**src/rtl/nibble_add_ctrl_if.sv**
```systemverilog
// Bundles the two requester channels and the shared result/status bus of the
// nibble-serial adder; master drives requests, slave is the adder itself.
interface nibble_add_ctrl_if #(
    parameter int NIB = 4
);
    localparam int W = 4 * NIB;

    logic         req0;
    logic         req1;
    logic [W-1:0] a0;
    logic [W-1:0] b0;
    logic [W-1:0] a1;
    logic [W-1:0] b1;
    logic         cin0;
    logic         cin1;
    logic [1:0]   gnt;
    logic         busy;
    logic [W-1:0] sum;
    logic         cout;
    logic         done;
    logic         done_id;

    modport master (
        output req0, req1, a0, b0, a1, b1, cin0, cin1,
        input  gnt, busy, sum, cout, done, done_id
    );

    modport slave (
        input  req0, req1, a0, b0, a1, b1, cin0, cin1,
        output gnt, busy, sum, cout, done, done_id
    );
endinterface

```
**src/rtl/nibble_add_ctrl.sv**
```systemverilog
// Two-requester round-robin front end for a W-bit adder built from a single
// 4-bit slice that is stepped across the operands one nibble per clock.
module nibble_add_ctrl #(
    parameter int NIB = 4
) (
    input  logic              clk,
    input  logic              rst,
    nibble_add_ctrl_if.slave  bus
);
    localparam int W  = 4 * NIB;
    localparam int CW = (NIB > 1) ? $clog2(NIB) : 1;

    typedef enum logic {
        IDLE = 1'b0,
        RUN  = 1'b1
    } state_t;

    state_t         r_state;
    logic [W-1:0]   r_opA;
    logic [W-1:0]   r_opB;
    logic [W-1:0]   r_result;
    logic [W-1:0]   r_sum;
    logic [CW-1:0]  r_count;
    logic           r_carry;
    logic           r_cout;
    logic           r_done;
    logic           r_doneId;
    logic           r_curId;
    logic           r_lastId;
    logic [1:0]     r_gnt;

    logic [3:0]     w_sliceX;
    logic [3:0]     w_sliceY;
    logic [4:0]     w_slice;
    logic [W-1:0]   w_resultNext;
    logic           w_anyReq;
    logic           w_winner;
    logic           w_lastNibble;

    // The one and only adder: nibble k of each operand plus the running carry.
    always_comb begin
        w_sliceX = r_opA[4*r_count +: 4];
        w_sliceY = r_opB[4*r_count +: 4];
        w_slice  = {1'b0, w_sliceX} + {1'b0, w_sliceY} + {4'b0000, r_carry};
    end

    always_comb begin
        w_resultNext                   = r_result;
        w_resultNext[4*r_count +: 4]   = w_slice[3:0];
    end

    // A tie goes to whichever requester did not win last time.
    always_comb begin
        w_anyReq     = bus.req0 | bus.req1;
        w_winner     = (bus.req0 & bus.req1) ? ~r_lastId : bus.req1;
        w_lastNibble = (r_count == CW'(NIB - 1));
    end

    always_ff @(posedge clk) begin
        if (rst) begin
            r_state  <= IDLE;
            r_opA    <= '0;
            r_opB    <= '0;
            r_result <= '0;
            r_sum    <= '0;
            r_count  <= '0;
            r_carry  <= 1'b0;
            r_cout   <= 1'b0;
            r_done   <= 1'b0;
            r_doneId <= 1'b0;
            r_curId  <= 1'b0;
            r_lastId <= 1'b1;
            r_gnt    <= 2'b00;
        end else begin
            r_done <= 1'b0;
            r_gnt  <= 2'b00;
            case (r_state)
                IDLE: begin
                    if (w_anyReq) begin
                        r_opA    <= w_winner ? bus.a1   : bus.a0;
                        r_opB    <= w_winner ? bus.b1   : bus.b0;
                        r_carry  <= w_winner ? bus.cin1 : bus.cin0;
                        r_curId  <= w_winner;
                        r_lastId <= w_winner;
                        r_result <= '0;
                        r_count  <= '0;
                        r_gnt    <= w_winner ? 2'b10 : 2'b01;
                        r_state  <= RUN;
                    end
                end
                RUN: begin
                    r_result <= w_resultNext;
                    r_carry  <= w_slice[4];
                    // Only the finished word is ever published on sum.
                    if (w_lastNibble) begin
                        r_sum    <= w_resultNext;
                        r_cout   <= w_slice[4];
                        r_doneId <= r_curId;
                        r_done   <= 1'b1;
                        r_count  <= '0;
                        r_state  <= IDLE;
                    end else begin
                        r_count <= r_count + CW'(1);
                    end
                end
                default: r_state <= IDLE;
            endcase
        end
    end

    assign bus.gnt     = r_gnt;
    assign bus.busy    = (r_state == RUN);
    assign bus.sum     = r_sum;
    assign bus.cout    = r_cout;
    assign bus.done    = r_done;
    assign bus.done_id = r_doneId;
endmodule

```
**src/flat_wrapper.sv**
```systemverilog
// flat-port wrapper written by rule: the top's interface ports become plain ports
module nibble_add_ctrl_flat 
#(
    parameter int NIB = 4
)
  (clk, rst, bus_req0, bus_req1, bus_a0, bus_b0, bus_a1, bus_b1, bus_cin0, bus_cin1, bus_gnt, bus_busy, bus_sum, bus_cout, bus_done, bus_done_id);
  nibble_add_ctrl_if #(.NIB(NIB)) bus_i ();
  input  logic clk;
  input  logic rst;
  input wire logic [$bits(bus_i.req0)-1:0] bus_req0;
  input wire logic [$bits(bus_i.req1)-1:0] bus_req1;
  input wire logic [$bits(bus_i.a0)-1:0] bus_a0;
  input wire logic [$bits(bus_i.b0)-1:0] bus_b0;
  input wire logic [$bits(bus_i.a1)-1:0] bus_a1;
  input wire logic [$bits(bus_i.b1)-1:0] bus_b1;
  input wire logic [$bits(bus_i.cin0)-1:0] bus_cin0;
  input wire logic [$bits(bus_i.cin1)-1:0] bus_cin1;
  output wire logic [$bits(bus_i.gnt)-1:0] bus_gnt;
  output wire logic [$bits(bus_i.busy)-1:0] bus_busy;
  output wire logic [$bits(bus_i.sum)-1:0] bus_sum;
  output wire logic [$bits(bus_i.cout)-1:0] bus_cout;
  output wire logic [$bits(bus_i.done)-1:0] bus_done;
  output wire logic [$bits(bus_i.done_id)-1:0] bus_done_id;
  assign bus_i.req0 = bus_req0;
  assign bus_i.req1 = bus_req1;
  assign bus_i.a0 = bus_a0;
  assign bus_i.b0 = bus_b0;
  assign bus_i.a1 = bus_a1;
  assign bus_i.b1 = bus_b1;
  assign bus_i.cin0 = bus_cin0;
  assign bus_i.cin1 = bus_cin1;
  assign bus_gnt = bus_i.gnt;
  assign bus_busy = bus_i.busy;
  assign bus_sum = bus_i.sum;
  assign bus_cout = bus_i.cout;
  assign bus_done = bus_i.done;
  assign bus_done_id = bus_i.done_id;
  nibble_add_ctrl #(.NIB(NIB)) u_core (.clk(clk), .rst(rst), .bus(bus_i));
endmodule
```
**config.mk**
```make
export PLATFORM = sky130hd
export DESIGN_NAME = nibble_add_ctrl_flat
export DESIGN_NICKNAME = d
export VERILOG_FILES = /design/src/rtl/nibble_add_ctrl_if.sv /design/src/rtl/nibble_add_ctrl.sv /design/src/flat_wrapper.sv
export SDC_FILE = /design/constraint.sdc
export NUM_CORES = 1
export LEC_CHECK = 0
export CAP_MARGIN = 0
export CORE_AREA = 2 2 97 80
export CTS_CLUSTER_SIZE = 16
export DETAILED_ROUTE_END_ITERATION = 10
export DIE_AREA = 0 0 99 82
export PLACE_DENSITY = 0.94
export SLEW_MARGIN = 5
export SYNTH_ARGS = -nofsm -noshare
export SYNTH_HDL_FRONTEND = slang
export SYNTH_SLANG_ARGS = --single-unit
```
**constraint.sdc**
```tcl
create_clock -name clk -period 7.27 [get_ports clk]
set_input_delay 1.8175 -clock clk [delete_from_list [all_inputs] [get_ports clk]]
set_output_delay 1.8175 -clock clk [all_outputs]
set_load 0.005 [all_outputs]
```
==> qor.yml, run 1 <==
outcome:
  status: "completed"
cts:
  cts_made_buffers: 9
  insertion_delay_ns: 0.35
  clock-root-buffer: "clkbuf_8"
  ctsResizeCount: 0
  cts_tree: "done"
  cts_buffer_depth: 2
  clkTransAtPathRegs_ns: 0.08
  cts_hold_buf: 0
  cts_max_level: 3
  postCtsSetupBuffers: 0
  clock_sinks: 75
power:
  p_switching_uw: 263
  ir_worst_vdd_v: 0.0000949
  pwr-share-seq_pct: 48.4
  clock_power_share_pct: 31.4
  p_sw_share_pct: 28.2
  p_per_area_mw_per_mm2: 198
  leakagePower_uw: 0.00172
  p_int_uw: 670
  power_frac_comb_pct: 20.2
worst_setup_path:
  end_kind: "flop"
  r2r-start: "u_core.r_count[0]$_SDFFE_PP0P_"
  cp-start-kind: "input pin"
  path_max_fanout: 64
  cp.required_ns: 7.51
  r2r_slack_ns: 3.84
  reg2reg_depth: 7
  crit_type: "in2reg"
  reg2reg_to: "u_core.bus.sum[5]$_SDFFE_PP0P_"
  cp.arrival_ns: 4.04
place:
  gp_congestion: 0.850
  pre_cts_ws_ns: 3.23
  hpwl_um: 6240
  place_area_mm2: 0.00455
  portBuffers: 91
  place_inst: 535
detailed_routing:
  first_iter_violations: 218
  wl_um: 9070
  viasPerCell: 5.80
  firstDrtPassIters: 4
  ant_nets: 0
  wl_per_cell_um: 16.5
  drc_errors: 0
  vias: 3198
synthesis:
  synth_edf_count: 0
  syn_avg_cell_area_um2: 9.70
  synthesis.area_mm2: 0.00372
  synth.net_count: 464
  yosysTopAreaCell: "dfxtp_1"
  synth.distinct_cells: 48
  async_reset_ff_share_pct: 0
  synth_ff_type: "dfxtp_1"
  synth_seq_area_share_pct: 40.4
  yosys_warnings: 0
  synthTopCellsByArea: "dfxtp_1 (40%), mux2i_1 (9.7%), a211oi_1 (9.7%)"
  synthesis.instances: 383
  ys_seq_elements: 75
  synth_top_area_share_pct: 40.4
floorplanning:
  rows: 28
  ios: 92
  start_util_pct: 51.7
  die_h_um: 82
  dieArea_mm2: 0.00812
  die_w_um: 99
  core_area_mm2: 0.00718
sta:
  rsz0062_at_grt: "no"
  slew_violations: 0
  report.final.setup_viol: 0
  hold_ws_ns: 0.486
  worst_slack_ns: 3.47
  fin_worst_skew_ns: 0.00585
  max_freq_mhz: 263
  post-route-period-util_pct: 52.2
  hold_viol: 0
  worst_slew_pin_slew_ns: 1.28
  setup_tns_ns: 0
  relSlewSlack_pct: 14.5
  period_minus_slack_ns: 3.80
global_route:
  grt_start_max_net_pins: 76
  grt_pass1_vias: 2994
  grt-ovfl-total: 0
  grtUsageTotal_pct: 22.3
  grt_pass1_wl_um: 14300
  antenna_found_initial: 0
final_layout:
  stdcell_count: 551
  layout-area-overhead-vs-synth_pct: 27.0
  finalInstanceArea_mm2: 0.00472
  nets: 537
  antenna_cells: 0
  final_layout_size_suffix_gt1_share_pct: 7.59
min_path:
  min_path_type: "reg2reg"
  hp-start: "u_core.r_result[4]$_SDFFE_PP0P_"
  hold-path-endpoint: "u_core.r_result[4]$_SDFFE_PP0P_"
  hold_depth: 2
flow_run:
  cap_violations: 0
cell families (layout without fill, tap and decap cells):
| kind of cell | count (synthesis) | in the layout | synth area share, % |
|---|---|---|---|
| xor gates and xnor gates | 1 | 1 | 0.236 |
| buffers and inverters | 39 | 117 | 6.30 |
| AOI/OAI and AO/OA | 96 | 96 | 19.2 |
| muxes | 44 | 44 | 14.5 |
| DFF | 75 | 75 | 40.4 |
| and+or+nand+nor | 117 | 117 | 15.3 |
| adders and majority gates | 11 | 11 | 4.11 |
power groups by stage:
stage,logic (µW),registers [µW],clock network [µW]
after detailed placement,185,460,0
after global placement,178,459,0
final,189,452,293
after floorplan,131,450,0
after CTS,187,451,289
after global routing,204,454,303
cell usage after synthesis (all sizes together), types with 2 or more instances:
master	count
ha	9
a41oi	2
dfxtp	75
a21oi	11
nor2	69
a31oi	4
and3b	2
nor3	2
nor2b	13
inv	8
mux4	8
buf	17
mux2i	36
nand2b	4
a22oi	8
a311oi	4
a2bb2oi	6
clkbuf	14
o21ai	6
fa	2
nand2	10
and2	3
nand3	7
a211oi	49
per-stage QoR:
stage | power (µW) | utilization, %
after floorplan | 580 | -
after global placement | 637 | 63.3
after detailed placement | 645 | 63.3
after CTS | 928 | 65.7
after global routing | 961 | 65.7
final | 934 | 65.7
sequential cells by signal (all words and copies together), names as in the netlist, 2 cells and up:
name / count
u_core.bus.sum: 16
u_core.r_opA: 16
u_core.r_opB: 16
u_core.r_result: 16
u_core.bus.gnt: 2
u_core.r_count: 2
critical path: stages:
cell             delay, ns
clkdlybuf4s50_1       0.62
nor2_2                0.15
nor2_4                0.97
nor2_1                0.12
a211oi_1              0.33
area by class of cell:
class	count	area (µm²)
repair buffers	93	921
well taps	90	113
clock inverters	2	10.0
multi-input cells	269	1980
flip-flops and latches	75	1500
inverters	8	30.0
fillers	523	2460
clock buffers	14	163
worst max-delay path by stage:
stage	startpoint	endpoint	slack, ns	cells after the start
floorplan	u_core.r_count[0]$_SDFFE_PP0P_	u_core.bus.sum[5]$_SDFFE_PP0P_	4.47	9
global placement	bus_req0	u_core.r_opA[14]$_SDFFE_PP0P_	3.43	5
detailed placement	bus_req0	u_core.r_opB[11]$_SDFFE_PP0P_	3.23	5
CTS	bus_req0	u_core.r_opA[9]$_SDFFE_PP0P_	3.51	5
global route	bus_req1	u_core.r_opA[9]$_SDFFE_PP0P_	3.30	5
finish	bus_req0	u_core.r_opA[9]$_SDFFE_PP0P_	3.47	5
cells in the final DEF (no fill, tap or decap), types with 3 or more instances in the layout:
cell type        count
a211oi_1            48
a21oi_1             11
a22oi_1              8
a2bb2oi_1            6
a311oi_1             3
a31oi_1              4
clkbuf_1             3
clkbuf_8            11
clkdlybuf4s50_1     90
dfxtp_1             75
ha_1                 9
inv_1                8
mux2i_1             36
mux4_2               8
nand2_1             10
nand2b_1             4
nand3_1              6
nor2_1              66
nor2b_1             13
o21ai_0              6
layer usage:
layer	GRT usage, %	vias to the layer above	part of all wire, %
li1	-	1544	-
met1	28.4	1512	44
met2	37.2	115	48
met3	4.43	27	5.9
met4	9.73	0	2.7
met5	0	-	0
No activity file was read; power rests on OpenSTA's default activity.
==> inputs of run 2 (changes only) <==
--- a/config.mk
+++ b/config.mk
@@ -6,11 +6,11 @@
 export NUM_CORES = 1
 export LEC_CHECK = 0
 export CAP_MARGIN = 0
-export CORE_AREA = 2 2 97 80
+export CORE_AREA = 2 2 101 83
 export CTS_CLUSTER_SIZE = 16
 export DETAILED_ROUTE_END_ITERATION = 10
-export DIE_AREA = 0 0 99 82
-export PLACE_DENSITY = 0.94
+export DIE_AREA = 0 0 103 85
+export PLACE_DENSITY = 0.88
 export SLEW_MARGIN = 5
 export SYNTH_ARGS = -nofsm -noshare
 export SYNTH_HDL_FRONTEND = slang
==> constraint.sdc (replaced) <==
create_clock -name clk -period 3.93 [get_ports clk]
set_input_delay 0.9825 -clock clk [delete_from_list [all_inputs] [get_ports clk]]
set_output_delay 0.9825 -clock clk [all_outputs]
set_load 0.005 [all_outputs]
==> qor.yml, run 2 (synthesis gave the netlist of run 1 again) <==
sta:
  report.final.setup_viol: 0
  rsz0062_at_grt: "no"
  max_freq_mhz: 351
  worst_slew_pin_slew_ns: 0.942
  fin_worst_skew_ns: 0.00578
  setup_tns_ns: 0
  period_minus_slack_ns: 2.85
  hold_viol: 0
  post-route-period-util_pct: 72.5
  relSlewSlack_pct: 37.2
  slew_violations: 0
min_path:
  hold_depth: 2
  hp-start: "u_core.r_result[11]$_SDFFE_PP0P_"
  hold-path-endpoint: "u_core.r_result[11]$_SDFFE_PP0P_"
  min_path_type: "reg2reg"
worst_setup_path:
  cp_top_family: "adder cells"
  r2r-start: "u_core.r_count[1]$_SDFFE_PP0P_"
  path_max_fanout: 13
  r2r_slack_ns: 1.08
  max_stage_delay_ns: 0.68
  cp.required_ns: 4.18
  cp_num_buf_inv: 1
  crit_type: "reg2reg"
  cp-start-kind: "flop"
  crit_slowest_cell: "dfxtp_1"
  end_kind: "flop"
  reg2reg_to: "u_core.bus.sum[9]$_SDFFE_PP0P_"
  crit_top_cell: "fa_1"
  reg2reg_depth: 7
  cp.arrival_ns: 3.09
  worstPathCellList: "mux4_2, fa_1, inv_1, fa_1, nor2_1, a31oi_1, a211oi_1"
final_layout:
  antenna_cells: 0
  layout-area-overhead-vs-synth_pct: 28.1
  nets: 541
  final_layout_size_suffix_gt1_share_pct: 8.60
  layout_commonest_cell: "clkdlybuf4s50_1"
  fill_cells: 668
  multiInputGateArea_mm2: 0.00198
  seqCellArea_mm2: 0.00150
  utilization_pct: 61.3
  mostFrequentLayoutCells: "clkdlybuf4s50_1 (90), dfxtp_1 (75), nor2_1 (66)"
global_route:
  grtUsageTotal_pct: 21.8
  grt-ovfl-total: 0
  grt_pass1_wl_um: 14900
  grt_pass1_vias: 3153
  grt_start_max_net_pins: 55
  antenna_found_initial: 0
detailed_routing:
  viasPerCell: 5.49
  vias: 3148
  first_iter_violations: 138
  drc_errors: 0
  ant_nets: 0
  wl_um: 8930
  firstDrtPassIters: 4
  wl_per_cell_um: 15.6
flow_run:
  cap_violations: 0
floorplanning:
  die_h_um: 85
  ios: 92
  core_area_mm2: 0.00776
  start_util_pct: 47.9
  die_w_um: 103
  rows: 29
  dieArea_mm2: 0.00876
cts:
  clock-root-buffer: "clkbuf_8"
  insertion_delay_ns: 0.34
  clock_sinks: 75
  cts_buffer_depth: 2
  postCtsSetupBuffers: 0
  clkTransAtPathRegs_ns: 0.08
  cts_tree: "done"
  cts_made_buffers: 9
  cts_max_level: 3
  ctsResizeCount: 0
  cts_hold_buf: 0
outcome:
  status: "completed"
power:
  p_sw_share_pct: 28.6
  leakagePower_uw: 0.00173
  ir_worst_vdd_v: 0.000170
  pwr-share-seq_pct: 49.3
  power_frac_comb_pct: 20.9
  clock_power_share_pct: 29.8
  p_per_area_mw_per_mm2: 355
  p_int_uw: 1210
  p_switching_uw: 483
place:
  hpwl_um: 6550
  portBuffers: 91
  gp_congestion: 0.835
==> run 2: cell types whose count changed in the layout (fill, tap and decap cells not counted), sizes merged <==
| cell | previous run | this run |
|---|---|---|
| clkbuf | 14 | 11 |
| clkinvlp | 0 | 2 |
| clkinv | 2 | 3 |
| buf | 3 | 7 |
==> run 2: layout make-up <==
cell class	count	share of cell area [%]
sequential	75	31.5
timing repair buffer	97	20.0
tap	108	2.84
multi-input combinational	269	41.6
inverter	8	0.631
clock buffer	11	2.76
clock inverter	5	0.631
==> run 2: worst max-delay path by stage <==
stage                                   start                              to  slack, ns  cells past startpoint
3_3_place_gp                         bus_req0    u_core.r_opB[9]$_SDFFE_PP0P_       1.10                      6
2_1_floorplan  u_core.r_count[0]$_SDFFE_PP0P_  u_core.bus.sum[5]$_SDFFE_PP0P_       1.13                      9
5_1_grt        u_core.r_count[0]$_SDFFE_PP0P_  u_core.bus.sum[9]$_SDFFE_PP0P_       0.86                      7
3_5_place_dp                         bus_req0   u_core.r_opB[13]$_SDFFE_PP0P_       0.98                      6
4_1_cts        u_core.r_count[0]$_SDFFE_PP0P_  u_core.bus.sum[9]$_SDFFE_PP0P_       1.07                      7
6_report       u_core.r_count[1]$_SDFFE_PP0P_  u_core.bus.sum[9]$_SDFFE_PP0P_       1.08                      7
==> run 2: metal layers <==
metal  global-route usage, %  share of wire (%)
met3                    7.41                6.5
met1                    28.5                 44
met2                    33.8                 48
met5                       0                  0
met4                    7.42                2.1
==> run 2: metrics by stage <==
| step | cells | power [µW] | cell area (µm²) | worst slack (ns) | hold WS [ns] |
|---|---|---|---|---|---|
| finish | 573 | 1690 | 4760 | 1.08 | 0.493 |
| global route | 573 | 1770 | 4760 | 0.860 | 0.512 |
| CTS | 573 | 1690 | 4760 | 1.07 | 0.493 |
| detailed placement | 557 | 1200 | 4600 | 0.983 | 0.473 |
| global placement | 557 | 1180 | 4600 | 1.10 | 0.459 |
| floorplan | 383 | 1070 | 3720 | 1.13 | 0.448 |
==> run 2: tightest hold or removal path: stages, from the launching register on <==
cell      delay, ns
dfxtp_1        0.33
nand2_1        0.06
a211oi_1       0.06
==> run 2: power by group through the flow <==
| stage | Clock, µW | Combinational (µW) | Sequential [µW] |
|---|---|---|---|
| 6_report | 503 | 352 | 832 |
| 5_1_grt | 551 | 385 | 837 |
| 4_1_cts | 513 | 351 | 831 |
| 3_5_place_dp | 0 | 348 | 848 |
| 3_3_place_gp | 0 | 335 | 847 |
| 2_1_floorplan | 0 | 242 | 832 |
